[config.mk]
export PLATFORM = sky130hd
export DESIGN_NAME = usb_rx_nrzi_unstuff
export DESIGN_NICKNAME = d
export VERILOG_FILES = /design/src/rtl/usb_rx_pkg.sv /design/src/rtl/usb_line_classify.sv /design/src/rtl/usb_rx_nrzi_unstuff.sv
export SDC_FILE = /design/constraint.sdc
export NUM_CORES = 1
export LEC_CHECK = 0
export CAP_MARGIN = 25
export CORE_ASPECT_RATIO = 1.2
export CORE_MARGIN = 8
export CORE_UTILIZATION = 57
export DETAILED_ROUTE_END_ITERATION = 16
export GPL_TIMING_DRIVEN = 0
export MAX_ROUTING_LAYER = met4
export PLACE_DENSITY = 0.8
export REMOVE_ABC_BUFFERS = 1
export SLEW_MARGIN = 20
export SYNTH_ARGS = -nofsm -noshare
export SYNTH_HDL_FRONTEND = slang
export SYNTH_SLANG_ARGS = --single-unit
[constraint.sdc]
create_clock -name clk -period 3 [get_ports clk]
set_input_delay 0.3 -clock clk [delete_from_list [all_inputs] [get_ports clk]]
set_output_delay 0.3 -clock clk [all_outputs]
set_load 0.01 [all_outputs]
[src/rtl/usb_rx_pkg.sv]
// Shared types and constants for the USB receive front-end decoder.
package usb_rx_pkg;

  // Instantaneous classification of the differential pair.
  typedef enum logic [1:0] {
    LS_J   = 2'd0,
    LS_K   = 2'd1,
    LS_SE0 = 2'd2,
    LS_SE1 = 2'd3
  } line_state_t;

  // Decoder FSM states.
  typedef enum logic [1:0] {
    DATA  = 2'd0,
    STUFF = 2'd1,
    SE0   = 2'd2
  } rx_dec_state_t;

  localparam int unsigned STUFF_LEN_FS = 6;
  localparam int unsigned SE0_CNT_MAX  = 7;

  // Saturating increment for the SE0 run-length counter.
  function automatic logic [2:0] se0_cnt_inc(input logic [2:0] cnt);
    logic [2:0] res;
    if (cnt == 3'(SE0_CNT_MAX)) begin
      res = cnt;
    end else begin
      res = cnt + 3'd1;
    end
    return res;
  endfunction

endpackage

[src/rtl/usb_line_classify.sv]
// Combinational J/K/SE0/SE1 classification of the D+/D- pair.
module usb_line_classify
  import usb_rx_pkg::*;
#(
  parameter int J_IS_DPLUS = 1
) (
  input  logic        d_plus,
  input  logic        d_minus,
  output line_state_t line_state
);

  localparam line_state_t DP_HIGH_LS = (J_IS_DPLUS != 0) ? LS_J : LS_K;
  localparam line_state_t DM_HIGH_LS = (J_IS_DPLUS != 0) ? LS_K : LS_J;

  // Map the two line levels onto a bus state for the selected speed.
  always_comb begin
    line_state = LS_SE1;
    case ({d_plus, d_minus})
      2'b00:   line_state = LS_SE0;
      2'b10:   line_state = DP_HIGH_LS;
      2'b01:   line_state = DM_HIGH_LS;
      2'b11:   line_state = LS_SE1;
      default: line_state = LS_SE1;
    endcase
  end

endmodule

[src/rtl/usb_rx_nrzi_unstuff.sv]
// USB RX NRZI decoder with bit unstuffing and qualified EOP detection.
// One data bit per en_sample strobe; all outputs registered one clk later.
module usb_rx_nrzi_unstuff
  import usb_rx_pkg::*;
#(
  parameter int STUFF_LEN   = STUFF_LEN_FS,
  parameter int EOP_SE0_MIN = 2,
  parameter int J_IS_DPLUS  = 1
) (
  input  logic clk,
  input  logic rst,
  input  logic d_plus,
  input  logic d_minus,
  input  logic en_sample,
  output logic rx_bit,
  output logic rx_bit_valid,
  output logic eop,
  output logic stuff_err,
  output logic line_err,
  output logic se0_active
);

  localparam logic [1:0] ST_DATA  = DATA;
  localparam logic [1:0] ST_STUFF = STUFF;
  localparam logic [1:0] ST_SE0   = SE0;

  localparam logic [3:0] STUFF_LEN_C = 4'(STUFF_LEN);
  localparam logic [2:0] EOP_MIN_C   = 3'(EOP_SE0_MIN);

  line_state_t line_s;

  logic [1:0] state_r, state_s;
  logic [1:0] resume_r, resume_s;   // DATA or STUFF to continue in after a glitch SE0
  logic [3:0] ones_cnt_r, ones_cnt_s;
  logic [2:0] se0_cnt_r, se0_cnt_s;
  logic       prev_k_r, prev_k_s;   // previous J/K level, 1 = K

  logic       is_k_s;
  logic       dec_s;
  logic       do_data_s;
  logic [1:0] eff_state_s;
  logic       bit_s, valid_s, eop_s, serr_s, lerr_s;

  usb_line_classify #(
    .J_IS_DPLUS(J_IS_DPLUS)
  ) u_classify (
    .d_plus    (d_plus),
    .d_minus   (d_minus),
    .line_state(line_s)
  );

  assign is_k_s = (line_s == LS_K);
  assign dec_s  = (is_k_s == prev_k_r);

  // Next-state, counter and pulse computation for one strobe.
  always_comb begin
    state_s     = state_r;
    resume_s    = resume_r;
    ones_cnt_s  = ones_cnt_r;
    se0_cnt_s   = se0_cnt_r;
    prev_k_s    = prev_k_r;
    bit_s       = 1'b0;
    valid_s     = 1'b0;
    eop_s       = 1'b0;
    serr_s      = 1'b0;
    lerr_s      = 1'b0;
    do_data_s   = 1'b0;
    eff_state_s = state_r;

    if (en_sample) begin
      case (line_s)
        LS_SE1: begin
          lerr_s = 1'b1;
        end
        LS_SE0: begin
          if (state_r != ST_SE0) begin
            resume_s = state_r;
          end else begin
            resume_s = resume_r;
          end
          state_s   = ST_SE0;
          se0_cnt_s = se0_cnt_inc(se0_cnt_r);
        end
        LS_J, LS_K: begin
          if (state_r == ST_SE0) begin
            se0_cnt_s = 3'd0;
            if (se0_cnt_r >= EOP_MIN_C) begin
              // Legal-length SE0: J completes an EOP, K is a line error.
              eop_s      = ~is_k_s;
              lerr_s     = is_k_s;
              prev_k_s   = is_k_s;
              ones_cnt_s = 4'd0;
              state_s    = ST_DATA;
            end else begin
              // Too short: forget the SE0 and decode this sample normally.
              do_data_s   = 1'b1;
              eff_state_s = resume_r;
            end
          end else begin
            do_data_s   = 1'b1;
            eff_state_s = state_r;
          end
        end
        default: begin
          lerr_s = 1'b0;
        end
      endcase
    end else begin
      state_s = state_r;
    end

    if (do_data_s) begin
      prev_k_s = is_k_s;
      if (eff_state_s == ST_STUFF) begin
        serr_s     = dec_s;
        ones_cnt_s = 4'd0;
        state_s    = ST_DATA;
      end else begin
        bit_s   = dec_s;
        valid_s = 1'b1;
        if (dec_s) begin
          if ((ones_cnt_r + 4'd1) == STUFF_LEN_C) begin
            ones_cnt_s = 4'd0;
            state_s    = ST_STUFF;
          end else begin
            ones_cnt_s = ones_cnt_r + 4'd1;
            state_s    = ST_DATA;
          end
        end else begin
          ones_cnt_s = 4'd0;
          state_s    = ST_DATA;
        end
      end
    end else begin
      eff_state_s = state_r;
    end
  end

  // Decoder state and registered outputs; reset returns to idle-J.
  always_ff @(posedge clk) begin
    if (rst) begin
      state_r      <= ST_DATA;
      resume_r     <= ST_DATA;
      ones_cnt_r   <= 4'd0;
      se0_cnt_r    <= 3'd0;
      prev_k_r     <= 1'b0;
      rx_bit       <= 1'b0;
      rx_bit_valid <= 1'b0;
      eop          <= 1'b0;
      stuff_err    <= 1'b0;
      line_err     <= 1'b0;
      se0_active   <= 1'b0;
    end else begin
      state_r      <= state_s;
      resume_r     <= resume_s;
      ones_cnt_r   <= ones_cnt_s;
      se0_cnt_r    <= se0_cnt_s;
      prev_k_r     <= prev_k_s;
      rx_bit       <= bit_s;
      rx_bit_valid <= valid_s;
      eop          <= eop_s;
      stuff_err    <= serr_s;
      line_err     <= lerr_s;
      se0_active   <= (state_s == ST_SE0);
    end
  end

endmodule

==> reports/results.tsv <==
stage	metric	value	unit
worst_setup_path	critPathLaunchType	input port	
cts	clock-sinks	18	
floorplanning	die_width	53.0	um
floorplanning	die_h	60.4	um
final_layout	drive_gt1_share	10.3	%
worst_setup_path	crit_arrival	2.21	ns
global_route	grt_pass1_vias	773	
final_layout	final_area	1080	um^2
place	postPlaceCellArea	1040	um^2
worst_setup_path	cp_num_buf_inv	2	
worst_setup_path	required	3.24	ns
cts	hold_buffers	0	
route	drtPass1Iterations	4	
run_status	status	complete, no violations	
worst_setup_path	critPathKind	input port to register	
place	port_buffers	10	
synth	synth_cell_types	42	
worst_setup_path	crit_family	simple AND/OR/NAND/NOR gates	
timing	setup_ws	1.03	ns
worst_hold_path	min_path_cells	2	
timing	min_period_over_period	65.7	%
route	ant_nets	0	
timing	fmax	507	MHz
cts	root_buffer	clkbuf_4	
worst_setup_path	r2r_start	se0_cnt_r[0]	
cts	cts_htree_levels	1	
route	wl_per_cell	13.4	um
floorplanning	rows	16	
worst_hold_path	hold_class	register to register	
cts	numCtsBuffers	3	
synth	ys_warn_count	0	
synth	ys_ff_latch	18	
floorplanning	coreArea	1580	um^2
synth	ys_seq_area_share	38.6	%
global_route	gr-total-overflow	0	
timing	rsz0062_at_grt	no	
worst_setup_path	critical_path.cell_chain	clkdlybuf4s50_1, inv_1, ha_1, or3b_1, or2_0, a31oi_2, a21boi_1	
final_layout	nets	130	
final_layout	syn_to_final_growth	15.3	%
worst_hold_path	hold_path.startpoint	prev_k_r	
global_route	grt_pass1_wl	3090	um
cts	post_cts_buffers	0	
timing	fin_hold_ws	0.474	ns
place	gp_congestion	0.791	
floorplanning	io_pins	11	
route	vias	782	
worst_setup_path	end_kind	register	
global_route	track_usage	13.0	%
pwr	p_leak	0.453	nW
timing	worstMarginPinSlew	0.441	ns
worst_setup_path	slowest_delay	0.48	ns
final_layout	diodes	0	
timing	slew_viol_final	0	
route	via_per_inst	5.84	
route	wl	1800	um
worst_setup_path	ff2ff_path_depth	6	
cts	cts_tree	built	
pwr	powerDensity	421	nW/um^2
cts	cts_max_path_buffers	2	
global_route	grt_antenna_before_repair	0	
final_layout	layout_commonest_cell	dfxtp_1	
timing	slew_headroom	70.5	%
cts	clk_pin_slew	0.10	ns
run	maxCapViolCount	0	
cts	clock_latency	0.30	ns
synth	avgSynthCellArea	8.90	um^2
route	drtIter0Drc	15	
route	drc	0	
pwr	fin_total_pwr	0.454	mW
floorplanning	start_util	59.1	%
timing	tns	0	ns
worst_setup_path	r2r-end	ones_cnt_r[1]	
worst_setup_path	ff2ff_setup_slack	1.41	ns
synth	synth_area	935	um^2
pwr	max-vdd-ir-drop	0.347	mV
cts	post_cts_resized	0	
timing	finalClockSkew	0.00326	ns
timing	min_period	1.97	ns
worst_setup_path	crit_fanout	11	
final_layout	final_cell_mix	dfxtp_1 (18), nand2_1 (13), clkdlybuf4s50_1 (10)	
place	dp_hpwl	1400	um
place	dp_worst_setup_slack	0.706	ns
synth	synthCells	105	
global_route	grt_max_degree	13	
floorplanning	dieArea	3200	um^2
worst_hold_path	min_to	prev_k_r	
timing	setup_viol	0	
timing	hold_viol_final	0	
worst_setup_path	crit_slowest_cell	clkdlybuf4s50_1	
==> report_power, final <==
| part | internal (mW) | total [mW] | switching [mW] |
|---|---|---|---|
| clock | 0.0742 | 0.149 | 0.0752 |
| sequential | 0.245 | 0.250 | 0.00506 |
| combinational | 0.0245 | 0.0544 | 0.0299 |
==> tightest hold or removal path, cell delays in order, from the launching register on <==
cell     delay [ns]
dfxtp_1        0.33
nand2_1        0.06
a21oi_1        0.05
==> worst max path at each step <==
| stage | cells past startpoint | endpoint | from | slack, ns |
|---|---|---|---|---|
| 2_1_floorplan | 6 | se0_active | d_plus | 1.34 |
| 3_5_place_dp | 7 | se0_active | d_plus | 0.71 |
| 6_report | 7 | se0_active | d_plus | 1.03 |
| 4_1_cts | 7 | se0_active | d_plus | 1.02 |
| 5_1_grt | 7 | ones_cnt_r[1] | d_plus | 0.84 |
| 3_3_place_gp | 7 | se0_active | d_plus | 0.75 |
==> cell type report <==
class | instances | area, um^2
clock buffer | 4 | 36.3
fill | 136 | 504
inverter | 8 | 30.0
multi-input combinational | 76 | 528
sequential | 18 | 360
tap | 18 | 22.5
timing repair buffer | 10 | 100
==> cell families after synthesis <==
family	share of synthesized area, %
AND/OR/NAND/NOR	24.0
adder cells (fa/ha/maj)	10.7
buffers and inverters	4.95
XOR/XNOR	2.81
AO/OA/AOI/OAI	17.9
multiplexers	1.07
flip-flops	38.6
==> flip-flops by register name, summed over array words and instances (netlist names) <==
register / count
line_err: 1
se0_cnt_r: 3
eop: 1
rx_bit_valid: 1
rx_bit: 1
resume_r: 2
prev_k_r: 1
state_r: 2
se0_active: 1
ones_cnt_r: 4
stuff_err: 1
==> cell usage after synthesis <==
master,count,area (um^2)
a21boi_1,2,15.0
a21oi_1,4,20.0
a22oi_1,1,7.51
a31oi_1,1,6.26
a31oi_2,1,12.5
a32o_1,1,10.0
a41o_1,1,10.0
and2_1,1,6.26
and2b_1,1,7.51
and2b_4,1,10.0
buf_1,1,3.75
buf_2,1,5.00
buf_4,1,7.51
dfxtp_1,18,360
ha_1,8,100
inv_1,7,26.3
inv_2,1,3.75
mux2i_1,1,10.0
nand2_1,13,48.8
nand2b_1,2,12.5
nand3_1,3,15.0
nand3_2,1,10.0
nand3b_1,2,15.0
nand4_1,2,12.5
nor2_1,4,15.0
nor2b_1,1,6.26
nor3_1,4,20.0
nor4_1,2,12.5
o2111ai_1,1,8.76
o211a_1,1,10.0
o211ai_1,1,7.51
o21ai_0,1,5.00
o21ai_1,5,25.0
o21ai_2,1,8.76
o31ai_2,1,12.5
o32ai_1,1,8.76
or2_0,1,6.26
or2_2,1,6.26
or3_4,1,11.3
or3b_1,1,8.76
xnor2_1,1,8.76
xor2_1,2,17.5
==> metrics by stage <==
stage	instances	util (%)
2_1_floorplan	102	-
3_3_place_gp	130	65.8
3_5_place_dp	130	65.8
4_1_cts	134	68.1
5_1_grt	134	68.1
6_report	134	68.1
==> layer usage <==
metal	share of wire [%]	vias to the layer above	track usage (%)
li1	-	390	-
met2	53	21	22.3
met1	39	360	12.1
met4	4.0	0	9.26
met5	0	-	-
met3	3.6	11	3.19
(Power assumes the default switching activity.)
